==> src/rtl/multicycle_controller.sv <==
// Sequencing FSM for the multi-cycle MIPS datapath: steps each instruction through
// fetch/decode/execute/memory/writeback and drives every datapath select and enable.
module multicycle_controller (
  input  logic       clk,
  input  logic       rst_n,
  input  logic [5:0] op,
  input  logic [5:0] func,
  input  logic       zero,
  input  logic       mem_ready,
  output logic       mem_req,
  output logic       mem_we,
  output logic       iord,
  output logic       ir_write,
  output logic       mdr_write,
  output logic       pc_write,
  output logic [1:0] pc_src,
  output logic       alu_src_a,
  output logic [1:0] alu_src_b,
  output logic [2:0] alu_op,
  output logic       extop,
  output logic       reg_write,
  output logic [1:0] reg_dst,
  output logic [1:0] mem_to_reg,
  output logic       illegal,
  output logic       retire,
  output logic [3:0] state
);

  typedef enum logic [3:0] {
    S_FETCH    = 4'd0,
    S_DECODE   = 4'd1,
    S_EXEC_R   = 4'd2,
    S_EXEC_I   = 4'd3,
    S_MEM_ADDR = 4'd4,
    S_MEM_RD   = 4'd5,
    S_MEM_WR   = 4'd6,
    S_WB_R     = 4'd7,
    S_WB_I     = 4'd8,
    S_WB_MEM   = 4'd9,
    S_BRANCH   = 4'd10,
    S_JUMP     = 4'd11,
    S_JAL      = 4'd12,
    S_JR       = 4'd13
  } state_t;

  localparam logic [5:0] OP_RTYPE = 6'b000000;
  localparam logic [5:0] OP_ORI   = 6'b001101;
  localparam logic [5:0] OP_LUI   = 6'b001111;
  localparam logic [5:0] OP_ADDI  = 6'b001000;
  localparam logic [5:0] OP_ADDIU = 6'b001001;
  localparam logic [5:0] OP_LW    = 6'b100011;
  localparam logic [5:0] OP_SW    = 6'b101011;
  localparam logic [5:0] OP_BEQ   = 6'b000100;
  localparam logic [5:0] OP_J     = 6'b000010;
  localparam logic [5:0] OP_JAL   = 6'b000011;

  localparam logic [5:0] FN_ADDU = 6'b100001;
  localparam logic [5:0] FN_SUBU = 6'b100011;
  localparam logic [5:0] FN_SLT  = 6'b101010;
  localparam logic [5:0] FN_JR   = 6'b001000;

  localparam logic [2:0] ALU_ADD = 3'd0;
  localparam logic [2:0] ALU_SUB = 3'd1;
  localparam logic [2:0] ALU_OR  = 3'd2;
  localparam logic [2:0] ALU_SLT = 3'd3;
  localparam logic [2:0] ALU_LUI = 3'd4;

  // Full op/func match; FETCH as the target marks an undecodable instruction.
  function automatic state_t decode_target(input logic [5:0] op_v, input logic [5:0] func_v);
    state_t tgt;
    case (op_v)
      OP_RTYPE: begin
        case (func_v)
          FN_ADDU, FN_SUBU, FN_SLT: tgt = S_EXEC_R;
          FN_JR:                    tgt = S_JR;
          default:                  tgt = S_FETCH;
        endcase
      end
      OP_ORI, OP_LUI, OP_ADDI, OP_ADDIU: tgt = S_EXEC_I;
      OP_LW, OP_SW:                      tgt = S_MEM_ADDR;
      OP_BEQ:                            tgt = S_BRANCH;
      OP_J:                              tgt = S_JUMP;
      OP_JAL:                            tgt = S_JAL;
      default:                           tgt = S_FETCH;
    endcase
    return tgt;
  endfunction

  state_t     state_r;
  state_t     next_state_s;
  logic       mem_req_s, mem_we_s, iord_s, ir_write_s, mdr_write_s, pc_write_s;
  logic [1:0] pc_src_s, alu_src_b_s, reg_dst_s, mem_to_reg_s;
  logic       alu_src_a_s, extop_s, reg_write_s, illegal_s, retire_s;
  logic [2:0] alu_op_s;

  // State register.
  always_ff @(posedge clk or negedge rst_n) begin
    if (!rst_n) begin
      state_r <= S_FETCH;
    end else begin
      state_r <= next_state_s;
    end
  end

  // Next-state and per-state control decode.
  always_comb begin
    next_state_s = S_FETCH;
    mem_req_s    = 1'b0;
    mem_we_s     = 1'b0;
    iord_s       = 1'b0;
    ir_write_s   = 1'b0;
    mdr_write_s  = 1'b0;
    pc_write_s   = 1'b0;
    pc_src_s     = 2'd0;
    alu_src_a_s  = 1'b0;
    alu_src_b_s  = 2'd0;
    alu_op_s     = ALU_ADD;
    extop_s      = 1'b0;
    reg_write_s  = 1'b0;
    reg_dst_s    = 2'd0;
    mem_to_reg_s = 2'd0;
    illegal_s    = 1'b0;
    retire_s     = 1'b0;
    case (state_r)
      S_FETCH: begin
        mem_req_s   = 1'b1;
        alu_src_b_s = 2'd1;
        ir_write_s  = mem_ready;
        pc_write_s  = mem_ready;
        if (mem_ready) begin
          next_state_s = S_DECODE;
        end else begin
          next_state_s = S_FETCH;
        end
      end
      S_DECODE: begin
        // Branch target is computed here so BRANCH only has to compare.
        alu_src_b_s  = 2'd3;
        extop_s      = 1'b1;
        next_state_s = decode_target(op, func);
        illegal_s    = (next_state_s == S_FETCH);
      end
      S_EXEC_R: begin
        alu_src_a_s  = 1'b1;
        next_state_s = S_WB_R;
        case (func)
          FN_SUBU: alu_op_s = ALU_SUB;
          FN_SLT:  alu_op_s = ALU_SLT;
          default: alu_op_s = ALU_ADD;
        endcase
      end
      S_EXEC_I: begin
        alu_src_a_s  = 1'b1;
        alu_src_b_s  = 2'd2;
        next_state_s = S_WB_I;
        case (op)
          OP_ORI:  alu_op_s = ALU_OR;
          OP_LUI:  alu_op_s = ALU_LUI;
          default: begin
            alu_op_s = ALU_ADD;
            extop_s  = 1'b1;
          end
        endcase
      end
      S_MEM_ADDR: begin
        alu_src_a_s = 1'b1;
        alu_src_b_s = 2'd2;
        extop_s     = 1'b1;
        if (op == OP_SW) begin
          next_state_s = S_MEM_WR;
        end else begin
          next_state_s = S_MEM_RD;
        end
      end
      S_MEM_RD: begin
        mem_req_s   = 1'b1;
        iord_s      = 1'b1;
        mdr_write_s = mem_ready;
        if (mem_ready) begin
          next_state_s = S_WB_MEM;
        end else begin
          next_state_s = S_MEM_RD;
        end
      end
      S_MEM_WR: begin
        mem_req_s = 1'b1;
        mem_we_s  = 1'b1;
        iord_s    = 1'b1;
        retire_s  = mem_ready;
        if (mem_ready) begin
          next_state_s = S_FETCH;
        end else begin
          next_state_s = S_MEM_WR;
        end
      end
      S_WB_R: begin
        reg_write_s = 1'b1;
        reg_dst_s   = 2'd1;
        retire_s    = 1'b1;
      end
      S_WB_I: begin
        reg_write_s = 1'b1;
        retire_s    = 1'b1;
      end
      S_WB_MEM: begin
        reg_write_s  = 1'b1;
        mem_to_reg_s = 2'd1;
        retire_s     = 1'b1;
      end
      S_BRANCH: begin
        alu_src_a_s = 1'b1;
        alu_op_s    = ALU_SUB;
        pc_src_s    = 2'd1;
        pc_write_s  = zero;
        retire_s    = 1'b1;
      end
      S_JUMP: begin
        pc_src_s   = 2'd2;
        pc_write_s = 1'b1;
        retire_s   = 1'b1;
      end
      S_JAL: begin
        pc_src_s     = 2'd2;
        pc_write_s   = 1'b1;
        reg_write_s  = 1'b1;
        reg_dst_s    = 2'd2;
        mem_to_reg_s = 2'd2;
        retire_s     = 1'b1;
      end
      S_JR: begin
        pc_src_s   = 2'd3;
        pc_write_s = 1'b1;
        retire_s   = 1'b1;
      end
      default: next_state_s = S_FETCH;
    endcase
  end

  // Reset gates every output so no enable can glitch while rst_n is low.
  assign mem_req    = rst_n & mem_req_s;
  assign mem_we     = rst_n & mem_we_s;
  assign iord       = rst_n & iord_s;
  assign ir_write   = rst_n & ir_write_s;
  assign mdr_write  = rst_n & mdr_write_s;
  assign pc_write   = rst_n & pc_write_s;
  assign pc_src     = {2{rst_n}} & pc_src_s;
  assign alu_src_a  = rst_n & alu_src_a_s;
  assign alu_src_b  = {2{rst_n}} & alu_src_b_s;
  assign alu_op     = {3{rst_n}} & alu_op_s;
  assign extop      = rst_n & extop_s;
  assign reg_write  = rst_n & reg_write_s;
  assign reg_dst    = {2{rst_n}} & reg_dst_s;
  assign mem_to_reg = {2{rst_n}} & mem_to_reg_s;
  assign illegal    = rst_n & illegal_s;
  assign retire     = rst_n & retire_s;
  assign state      = {4{rst_n}} & state_r;

endmodule

==> config.mk <==
export PLATFORM = sky130hd
export DESIGN_NAME = multicycle_controller
export DESIGN_NICKNAME = d
export VERILOG_FILES = /design/src/rtl/multicycle_controller.sv
export SDC_FILE = /design/constraint.sdc
export NUM_CORES = 1
export LEC_CHECK = 0
export BUFFER_PORTS_ARGS = -buffer_cell sky130_fd_sc_hd__buf_2
export CELL_PAD_IN_SITES_DETAIL_PLACEMENT = 1
export CELL_PAD_IN_SITES_GLOBAL_PLACEMENT = 1
export CORE_MARGIN = 5
export CORE_UTILIZATION = 30
export DETAILED_ROUTE_END_ITERATION = 10
export PLACE_DENSITY_LB_ADDON = 0.15
export SLEW_MARGIN = 20
export SYNTH_ARGS = -nofsm -noshare
export SYNTH_HDL_FRONTEND = slang
export SYNTH_SLANG_ARGS = --single-unit
==> constraint.sdc <==
create_clock -name clk -period 1.45 [get_ports clk]
set_input_delay 0.2175 -clock clk [delete_from_list [all_inputs] [get_ports clk]]
set_output_delay 0.2175 -clock clk [all_outputs]
set_load 0.1 [all_outputs]
==> flow_summary_export.csv, run 1 <==
group,metric,value,unit
logic_synthesis,syn-cell-area,855,sq um
logic_synthesis,netlist.area_leader.share,11.7,%
placement,place.gp.congestion,0.864,
status,lastStage,"clock tree synthesis (4_1_cts)",
floorplanning,num_io_pins,42,
logic_synthesis,synth_edf_count,0,
placement,place_inst,244,
logic_synthesis,synth_area_leaders,"dfrtp_1 12%, nand2_1 9.2%, nor2_1 6.1%",
logic_synthesis,ys_async_sr_fraction,100,%
logic_synthesis,synthDistinctLibCells,43,
logic_synthesis,synth_top_area_cell,"dfrtp_1",
status,stop_error,"[ERROR DPL-0033] detailed placement checks failed during check placement.",
logic_synthesis,yosysSeqAreaShare,11.7,%
logic_synthesis,synth_warnings,0,
cts,root_buffer,"clkbuf_4",
placement,hpwl,4450,um
floorplanning,rows,19,
placement,portBuffers,41,
floorplanning,start_util,31.3,%
status,status,"did not finish",
floorplanning,die_x,63.4,um
cts,cts_setup_buffers,13,
cts,cts_made_buffers,3,
cts,cts_resized,47,
floorplanning,die-height,63.4,um
logic_synthesis,syn_area_per_cell,6.52,sq um
cts,cts_hold_buf,0,
logic_synthesis,synth_flop_cell,"dfrtp_1",
placement,dpl_cell_area,0.00203,sq mm
logic_synthesis,synth_nets,147,
cts,cts_htree_levels,1,
logic_synthesis,syn_inst,131,
logic_synthesis,synth-seq-cells,4,
cts,clock_path_buffers,2,
cts,cts.sinks,4,
[cells by family after synthesis]
logic type	synth area share, %
AND/OR/NAND/NOR	52.6
buffers and inverters	8.93
AO/OA/AOI/OAI	22.6
multiplexers	1.17
XOR/XNOR	3.08
flip-flops	11.7
[cells in the mapped netlist, types with 3 or more instances]
| cell type | number |
|---|---|
| and2_1 | 5 |
| nor4_1 | 3 |
| nor2_1 | 14 |
| clkbuf_1 | 4 |
| nor3_1 | 6 |
| nor2b_1 | 3 |
| buf_2 | 3 |
| nand2b_1 | 7 |
| a31oi_1 | 3 |
| nand2_1 | 21 |
| dfrtp_1 | 4 |
| o311ai_0 | 3 |
| nand3b_1 | 4 |
| a21oi_1 | 9 |
| o21ai_0 | 6 |
[metrics by stage]
stage / setup WS (ps) / setup TNS [ps]
3_5_place_dp: -379 / -3220
3_3_place_gp: -302 / -1390
2_1_floorplan: -512 / -4920
==> inputs of run 2 (changes only) <==
--- a/config.mk
+++ b/config.mk
@@ -6,10 +6,8 @@
 export NUM_CORES = 1
 export LEC_CHECK = 0
 export BUFFER_PORTS_ARGS = -buffer_cell sky130_fd_sc_hd__buf_2
-export CELL_PAD_IN_SITES_DETAIL_PLACEMENT = 1
-export CELL_PAD_IN_SITES_GLOBAL_PLACEMENT = 1
 export CORE_MARGIN = 5
-export CORE_UTILIZATION = 30
+export CORE_UTILIZATION = 20
 export DETAILED_ROUTE_END_ITERATION = 10
 export PLACE_DENSITY_LB_ADDON = 0.15
 export SLEW_MARGIN = 20
==> flow_summary_export.csv, run 2 <==
group,metric,value,unit
power_and_ir_drop,power.internal,0.00177,W
drt,drt-initial-drc-count,44,
critical_path,cp.required,1230,ps
sta,worstMarginPinSlew,463,ps
cts,clock_path_buffers,2,
cts,cts_tree,"yes",
finish,diodes,0,
drt,wire_per_inst,13.0,um
power_and_ir_drop,clkPwrFrac,6.5,%
cts,cts.sinks,4,
finish,nNetsFinal,248,
logic_synthesis,ys_async_sr_fraction,100,%
power_and_ir_drop,sequentialPowerShare,5.8,%
placement,portBuffers,41,
finish,multi_input_area,991,sq um
placement,place.gp.congestion,0.972,
global_route,antenna_found_initial,0,
global_route,grt_pass1_vias,1333,
sta,hold-worst-slack,92.3,ps
flow_run,max_cap_viol_count,0,
sta,fin_crit,1780,ps
finish,largestRegisters,"state_r: 4 flops",
sta,tns,-5810,ps
logic_synthesis,synth-seq-cells,4,
sta,slew_violations,0,
logic_synthesis,synth_edf_count,0,
drt,viasPerCell,4.69,
sta,clock_skew,3.50,ps
critical_path,arrival,1560,ps
cts,clock_latency,220,ps
sta,min_period_over_period,123,%
floorplanning,start_util,21.1,%
finish,layoutNonFillerInstCount,280,
finish,seqCellArea,103,sq um
cts,cts_hold_buf,0,
finish,largest_reg_flops,4,
floorplanning,die_area,0.00568,sq mm
logic_synthesis,synthMostInstantiatedCell,"nand2_1",
drt,drt_wl_total,3630,um
logic_synthesis,synth_flop_cell,"dfrtp_1",
cts,root_buffer,"clkbuf_8",
drt,vias,1313,
logic_synthesis,synth_nets,147,
sta,fmax,0.561,GHz
sta,hold_viol,0,
finish,mostFrequentLayoutCells,"55 x buf_4, 27 x buf_12, 16 x nand2_1",
finish,regMostFlops,"state_r",
power_and_ir_drop,combPwrFrac,87.7,%
global_route,grt_pass1_wl,5890,um
critical_path,crit_path_start_kind,"register",
critical_path,path_max_fanout,4,
power_and_ir_drop,switching_power,0.00198,W
logic_synthesis,syn_area_per_cell,6.52,sq um
logic_synthesis,yosysSeqAreaShare,11.7,%
logic_synthesis,synthDistinctLibCells,43,
global_route,grt_max_degree,12,
finish,num-fill-cells,352,
sta,setup_violations,26,
sta,rsz0062_at_grt,"yes",
logic_synthesis,synth_warnings,0,
power_and_ir_drop,leakage,0.970,nW
floorplanning,placeableCoreArea,0.00406,sq mm
power_and_ir_drop,power_density,1610,mW/mm^2
power_and_ir_drop,ir_drop,0.750,mV
power_and_ir_drop,switching_share,52.9,%
cts,clk_pin_slew,30,ps
finish,drive_gt1_share,70.9,%
cts,cts_made_buffers,3,
logic_synthesis,synth_area_leaders,"dfrtp_1 12%, nand2_1 9.2%, nor2_1 6.1%",
critical_path,worstSetupEndpointType,"output pin",
finish,syn_to_final_growth,173,%
critical_path,crit_type,"register to output pin",
placement,place_inst,269,
sta,setup_ws,-332,ps
critical_path,cp_cell_sequence,"buf_4 -> nand2_1 -> or3_4 -> a21boi_4 -> buf_12",
status,status,"complete, but fails checks",
floorplanning,die_x,75.4,um
logic_synthesis,syn_inst,131,
drt,drtPass1Iterations,4,
logic_synthesis,ys_top_cells_by_count,"21 x nand2_1, 14 x nor2_1, 9 x a21oi_1",
floorplanning,die-height,75.4,um
sta,slew_headroom,68.8,%
logic_synthesis,synth_top_area_cell,"dfrtp_1",
placement,hpwl,2920,um
floorplanning,rows,23,
logic_synthesis,netlist.area_leader.share,11.7,%
logic_synthesis,syn-cell-area,855,sq um
cts,cts_htree_levels,1,
status,violations,"negative setup slack",
min_path,hold_path_class,"primary input to asynchronous set/reset pin",
global_route,grt.total_usage,13.4,%
drt,ant_nets,0,
critical_path,slowest_stage,"dfrtp_1",
floorplanning,num_io_pins,42,
finish,mostFrequentLayoutCell,"buf_4",
drt,route.detailed.drc,0,
critical_path,r2r_slack,-230,ps
global_route,overflow,0,
critical_path,cp_slowest_stage_delay,410,ps
[run 2: power groups by stage]
stage	Clock, W	Combinational, W	Sequential (W)
finish	0.000242	0.00329	0.000219
global route	0.000254	0.00345	0.000225
CTS	0.000249	0.00308	0.000209
detailed placement	0	0.00298	0.000205
global placement	0	0.00296	0.000203
floorplan	0	0.00192	0.000190
[run 2: final cells by class]
class | instances | share of cell area [%]
clock buffer | 3 | 1.77
inverter | 2 | 0.322
multi-input combinational | 115 | 42.5
sequential | 4 | 4.40
tap | 50 | 2.68
timing repair buffer | 106 | 48.3
[run 2: timing repair]
action / in CTS / in global routing
setup endpoints to repair: 26 / 26
pin swaps: 3 / 6
gates resized for setup: 11 / 26
buffers inserted: 1 / 7
[run 2: path summary, 6_finish.rpt]
path                            startpoint    endpoint  depth (start not counted)
worst max-delay path            state_r[1]      retire                          5
worst min-delay path                 rst_n  state_r[1]                          2
worst max register to register  state_r[1]  state_r[1]                          7
worst min register to register  state_r[3]  state_r[1]                          3
max in group asynchronous            rst_n  state_r[2]                          2
min in group clk                     op[0]  state_r[3]                          4
[run 2: per-stage QoR]
step | cell area (sq um) | total power (W) | setup slack [ps] | util (%)
2_1_floorplan | 1110 | 0.00211 | -512 | -
3_3_place_gp | 2100 | 0.00316 | -278 | 51.7
5_1_grt | 2330 | 0.00393 | -384 | 57.5
4_1_cts | 2180 | 0.00354 | -311 | 53.8
3_5_place_dp | 2100 | 0.00318 | -311 | 51.7
6_report | 2330 | 0.00375 | -332 | 57.5
[run 2: kinds of logic after synthesis]
| logic type | synth area share, % |
|---|---|
| AND/OR/NAND/NOR | 52.6 |
| AO/OA/AOI/OAI | 22.6 |
| buffers and inverters | 8.93 |
| flip-flops | 11.7 |
| XOR/XNOR | 3.08 |
| multiplexers | 1.17 |
[run 2: worst max-delay path: cells and delay by family, from the launching register on]
family                 cells  cell delay, ps
buffers and inverters      2             350
AND/OR/NAND/NOR            2             400
flip-flops                 1             410
AO/OA/AOI/OAI              1             170
[run 2: layer usage]
layer	routed length (um)	part of all wire [%]	vias up	track usage [%]
met5	0	0	-	0
met1	1470	41	584	15.3
met3	213	5.9	11	1.72
met4	121	3.3	0	6.80
met2	1820	50	49	24.1
li1	-	-	669	-
No activity file was read; power rests on OpenSTA's default activity.
==> inputs of run 3 (changes only) <==
--- a/config.mk
+++ b/config.mk
@@ -10,6 +10,7 @@
 export CORE_UTILIZATION = 20
 export DETAILED_ROUTE_END_ITERATION = 10
 export PLACE_DENSITY_LB_ADDON = 0.15
+export SKIP_CTS_REPAIR_TIMING = 1
 export SLEW_MARGIN = 20
 export SYNTH_ARGS = -nofsm -noshare
 export SYNTH_HDL_FRONTEND = slang
==> constraint.sdc (replaced) <==
create_clock -name clk -period 1.7 [get_ports clk]
set_input_delay 0.255 -clock clk [delete_from_list [all_inputs] [get_ports clk]]
set_output_delay 0.255 -clock clk [all_outputs]
set_load 0.1 [all_outputs]
==> flow_summary_export.csv, run 3 (synthesized netlist as in run 2, its figures left out) <==
group,metric,value,unit
global_route,grt_max_degree,14,
power_and_ir_drop,power.internal,0.00139,W
finish,nNetsFinal,230,
cts,clock_path_buffers,2,
floorplanning,die-height,75.4,um
critical_path,cp.required,1440,ps
sta,slew_violations,0,
finish,mostFrequentLayoutCells,"39 x buf_4, 26 x buf_12, 18 x nand2_1",
power_and_ir_drop,sequentialPowerShare,6.2,%
placement,dpl_cell_area,0.00194,sq mm
cts,cts_tree,"yes",
cts,cts.sinks,4,
flow_run,max_cap_viol_count,0,
critical_path,path_max_fanout,7,
sta,setup_violations,15,
placement,post-place-ws,-143,ps
critical_path,worstSetupEndpointType,"output pin",
sta,fmax,0.548,GHz
floorplanning,placeableCoreArea,0.00406,sq mm
sta,rsz0062_at_grt,"yes",
cts,cts_made_buffers,3,
critical_path,crit_path_start_kind,"register",
floorplanning,die_x,75.4,um
drt,route.detailed.drc,0,
global_route,grt_pass1_wl,5550,um
sta,clock_skew,4.09,ps
finish,regMostFlops,"state_r",
placement,place.gp.congestion,0.932,
placement,hpwl,2930,um
power_and_ir_drop,switching_power,0.00164,W
floorplanning,num_io_pins,42,
floorplanning,start_util,21.1,%
critical_path,crit_type,"register to output pin",
critical_path,arrival,1570,ps
finish,largestRegisters,"state_r: 4 flops",
status,status,"complete, but fails checks",
critical_path,slowest_stage,"dfrtp_1",
cts,root_buffer,"clkbuf_8",
finish,drive_gt1_share,62.7,%
floorplanning,rows,23,
sta,fin_crit,1830,ps
drt,drtPass1Iterations,4,
sta,worstMarginPinSlew,340,ps
finish,layoutNonFillerInstCount,262,
global_route,grt.total_usage,12.6,%
power_and_ir_drop,switching_share,54.2,%
global_route,overflow,0,
finish,largest_reg_flops,4,
status,violations,"negative setup slack",
min_path,hold_path_class,"primary input to asynchronous set/reset pin",
cts,cts_htree_levels,1,
drt,ant_nets,0,
drt,drt_wl_total,3560,um
finish,mostFrequentLayoutCell,"buf_4",
power_and_ir_drop,clkPwrFrac,6.9,%
placement,portBuffers,41,
power_and_ir_drop,leakage,0.871,nW
sta,slew_headroom,77.0,%
power_and_ir_drop,ir_drop,0.641,mV
critical_path,cp_slowest_stage_delay,400,ps
power_and_ir_drop,power_density,1420,mW/mm^2
global_route,grt_pass1_vias,1252,
sta,setup_ws,-126,ps
power_and_ir_drop,combPwrFrac,86.9,%
drt,vias,1274,
cts,clock_latency,220,ps
cts,clk_pin_slew,30,ps
drt,wire_per_inst,13.6,um
finish,syn_to_final_growth,149,%
finish,diodes,0,
sta,tns,-1130,ps
drt,viasPerCell,4.86,
floorplanning,die_area,0.00568,sq mm
drt,drt-initial-drc-count,32,
placement,place_inst,253,
sta,hold_viol,0,
finish,design_area,0.00213,sq mm
critical_path,cp_cell_sequence,"buf_6 -> nand2_1 -> or3_4 -> a21boi_4 -> buf_12",
sta,min_period_over_period,107,%
global_route,antenna_found_initial,0,
## run 3: cell count changes in the layout (fill, tap and decap cells not counted), moves of 2 or more
cell,change
buf_4,-16
o21ai_0,+2
nand2_1,+2
a21oi_2,-2
a21oi_1,+2
and2_1,+2
nand2_2,-2
nor2b_2,-2
nor2b_4,+2
## run 3: cell type report
class / instances / area, sq um
Fill cell: 357 / 1930
Timing Repair Buffer: 88 / 982
Multi-Input combinational cell: 115 / 933
Sequential cell: 4 / 103
Tap cell: 50 / 62.6
Clock buffer: 3 / 41.3
Inverter: 2 / 7.51
## run 3: path summary, 6_finish.rpt
check                      slack [ps]        from  depth (start not counted)         end
hold / removal                    130       rst_n                          2  state_r[1]
hold reg to reg                   720  state_r[2]                          3  state_r[0]
max in group asynchronous        1440       rst_n                          2  state_r[2]
min in group clk                  500   mem_ready                          4  state_r[2]
setup / recovery                 -130  state_r[1]                          5      retire
setup reg to reg                  190  state_r[0]                          6  state_r[0]
## run 3: metrics by stage
step           power, W  hold slack, ps  utilization [%]
2_1_floorplan   0.00175           -40.6                -
3_3_place_gp    0.00254             373             47.9
3_5_place_dp    0.00257             373             47.9
4_1_cts         0.00278             133             48.9
5_1_grt         0.00316             178             52.5
6_report        0.00303             133             52.5
## run 3: worst max-delay path: cells and delay by family, from the launching register on
kind | cells | cell delay (ps)
flops | 1 | 400
compound gates | 1 | 160
simple gates | 2 | 420
buf+inv | 2 | 360
## run 3: layer usage
| metal | vias up | wire [um] | GRT usage, % |
|---|---|---|---|
| met5 | - | 0 | 0 |
| met2 | 47 | 1900 | 24.4 |
| met3 | 9 | 211 | 1.06 |
| met1 | 578 | 1330 | 13.4 |
| met4 | 0 | 111 | 6.21 |
| li1 | 640 | - | - |
## run 3: power groups by stage
stage	combinational (W)	clock (W)	sequential (W)
after floorplan	0.00159	0	0.000161
after global placement	0.00237	0	0.000177
after detailed placement	0.00239	0	0.000179
after CTS	0.00239	0.000210	0.000179
after global routing	0.00275	0.000214	0.000194
final	0.00263	0.000207	0.000188
==> inputs of run 4 (changes only) <==
--- a/config.mk
+++ b/config.mk
@@ -5,7 +5,9 @@
 export SDC_FILE = /design/constraint.sdc
 export NUM_CORES = 1
 export LEC_CHECK = 0
+export ABC_AREA = 1
 export BUFFER_PORTS_ARGS = -buffer_cell sky130_fd_sc_hd__buf_2
+export CAP_MARGIN = 20
 export CORE_MARGIN = 5
 export CORE_UTILIZATION = 20
 export DETAILED_ROUTE_END_ITERATION = 10
==> flow_summary_export.csv, run 4 <==
group,metric,value,unit
status,status,"complete, but fails checks",
status,violations,"negative hold slack, negative setup slack",
placement,place.gp.congestion,0.845,
critical_path,path_max_fanout,4,
floorplanning,rows,23,
flow_run,max_cap_viol_count,0,
critical_path,cp_slowest_stage_delay,440,ps
critical_path,regToRegStartpoint,"state_r[3]",
global_route,grt_pass1_wl,4980,um
critical_path,cp_cell_sequence,"buf_12 -> nor2_4 -> buf_6 -> nand2_4 -> nor2_4 -> nand2_2 -> nand2_4 -> buf_12",
floorplanning,die_x,73.8,um
critical_path,worstRegToRegCells,8,
logic_synthesis,synth-seq-cells,4,
drt,drtPass1Iterations,4,
sta,fmax,0.540,GHz
drt,route.detailed.drc,0,
global_route,grt_pass1_vias,1152,
cts,cts.sinks,4,
finish,mostFrequentLayoutCells,"34 x nand2_1, 27 x buf_12, 23 x inv_1, 23 x nor2_1, 23 x buf_4",
sta,clock_skew,3.73,ps
power_and_ir_drop,power_density,1490,mW/mm^2
global_route,overflow,0,
drt,vias,1221,
cts,clock_latency,220,ps
logic_synthesis,synth_top_area_cell,"nand2_1",
cts,cts_made_buffers,3,
logic_synthesis,ys_async_sr_fraction,100,%
sta,min_period_over_period,109,%
global_route,grt.total_usage,11.6,%
critical_path,r2r_end,"state_r[1]",
logic_synthesis,synth_edf_count,0,
logic_synthesis,synth_area_leaders,"nand2_1 20%, nor2_1 15%, inv_1 13%",
finish,largest_reg_flops,4,
critical_path,arrival,1600,ps
drt,drt-initial-drc-count,26,
global_route,antenna_found_initial,0,
drt,ant_nets,0,
finish,multi_input_area,920,sq um
finish,num-fill-cells,357,
logic_synthesis,synthDistinctLibCells,20,
drt,viasPerCell,4.27,
sta,hold-worst-slack,-0.556,ps
sta,slew_violations,0,
floorplanning,num_io_pins,42,
placement,hpwl,2620,um
critical_path,cp.required,1440,ps
logic_synthesis,yosysSeqAreaShare,12.3,%
cts,root_buffer,"clkbuf_8",
finish,nNetsFinal,253,
sta,slew_headroom,67.7,%
drt,wire_per_inst,10.9,um
critical_path,r2r_slack,330,ps
floorplanning,start_util,20.5,%
logic_synthesis,syn_inst,161,
logic_synthesis,syn_area_per_cell,5.05,sq um
logic_synthesis,synth_nets,177,
sta,worstMarginPinSlew,488,ps
logic_synthesis,synth_flop_cell,"dfrtp_1",
min_path,hold_path_class,"primary input to asynchronous set/reset pin",
logic_synthesis,ys_top_cells_by_count,"44 x nand2_1, 32 x nor2_1, 29 x inv_1",
floorplanning,die-height,73.8,um
finish,syn_to_final_growth,162,%
critical_path,slowest_stage,"dfrtp_2",
finish,regMostFlops,"state_r",
floorplanning,die_area,0.00544,sq mm
finish,seqCellArea,104,sq um
critical_path,crit_start,"state_r[3]",
critical_path,worstSetupEndpoint,"retire",
cts,cts_htree_levels,1,
floorplanning,placeableCoreArea,0.00397,sq mm
cts,cts_tree,"yes",
drt,drt_wl_total,3110,um
finish,post-route-util,53.7,%
finish,largestRegisters,"state_r: 4 flops",
logic_synthesis,syn-cell-area,813,sq um
power_and_ir_drop,leakage,0.972,nW
logic_synthesis,netlist.area_leader.share,20.3,%
finish,drive_gt1_share,57.2,%
cts,clock_path_buffers,2,
finish,mostFrequentLayoutCell,"nand2_1",
critical_path,crit_path_start_kind,"register",
sta,hold_viol,2,
finish,diodes,0,
global_route,grt_max_degree,13,
sta,setup_ws,-150,ps
critical_path,worstSetupEndpointType,"output pin",
logic_synthesis,synthMostInstantiatedCell,"nand2_1",
critical_path,crit_type,"register to output pin",
logic_synthesis,synth_warnings,0,
cts,clk_pin_slew,30,ps
sta,fin_crit,1850,ps
sta,setup_violations,16,
power_and_ir_drop,ir_drop,0.649,mV
power_and_ir_drop,total_power,0.00317,W
sta,rsz0062_at_grt,"yes",
placement,portBuffers,41,
==> run 4: cells by family after synthesis <==
group                  after synthesis  share of synthesized area, %
AO/OA/AOI/OAI                       17                          11.2
buffers and inverters               34                          17.1
flip-flops                           4                          12.3
AND/OR/NAND/NOR                    106                          59.4
==> run 4: metal layers <==
metal | wire length, um | share of wire [%] | GRT usage, % | vias to the layer above
li1 | - | - | - | 657
met1 | 1330 | 43 | 14.1 | 532
met2 | 1590 | 51 | 20.3 | 27
met3 | 141 | 4.5 | 1.37 | 5
met4 | 46 | 1.5 | 5.03 | 0
met5 | 0 | 0 | 0 | -
==> run 4: layout make-up <==
class | count | share of cell area [%]
sequential | 4 | 4.87
tap | 50 | 2.93
clock buffer | 4 | 2.11
inverter | 31 | 5.63
multi-input combinational | 123 | 43.1
timing repair buffer | 74 | 41.4
==> run 4: worst min-delay path by stage <==
stage,startpoint,to,slack (ps),cells after the start
5_1_grt,rst_n,state_r[3],8,2
6_report,rst_n,state_r[3],-0.6,2
2_1_floorplan,rst_n,state_r[0],-40,0
3_3_place_gp,rst_n,state_r[2],200,2
4_1_cts,rst_n,state_r[2],-40,2
3_5_place_dp,rst_n,state_r[2],200,2
==> run 4: critical path, delay by kind of cell (launching register included) <==
| kind | cells | cell delay [ps] |
|---|---|---|
| and+or+nand+nor | 5 | 480 |
| buffers and inverters | 3 | 440 |
| DFF | 1 | 440 |
==> run 4: power by group <==
part / leakage, nW / internal, W / switching, W / total (W)
Sequential: 0.0488 / 0.000138 / 0.0000687 / 0.000207
Combinational: 0.900 / 0.00106 / 0.00169 / 0.00275
Clock: 0.0228 / 0.000161 / 0.0000551 / 0.000216
Total: 0.972 / 0.00136 / 0.00182 / 0.00317
==> run 4: per-stage QoR <==
step           setup TNS (ps)  cells  hold WS (ps)  setup WS [ps]  instance area (sq um)
3_5_place_dp            -46.0    270           200          -46.0                   1850
4_1_cts                 -2960    274         -35.6           -284                   1890
2_1_floorplan           -2630    161         -40.6           -436                   1070
3_3_place_gp            -18.8    270           201          -18.8                   1850
5_1_grt                 -2540    286          7.64           -218                   2130
6_report                -1300    286        -0.556           -150                   2130
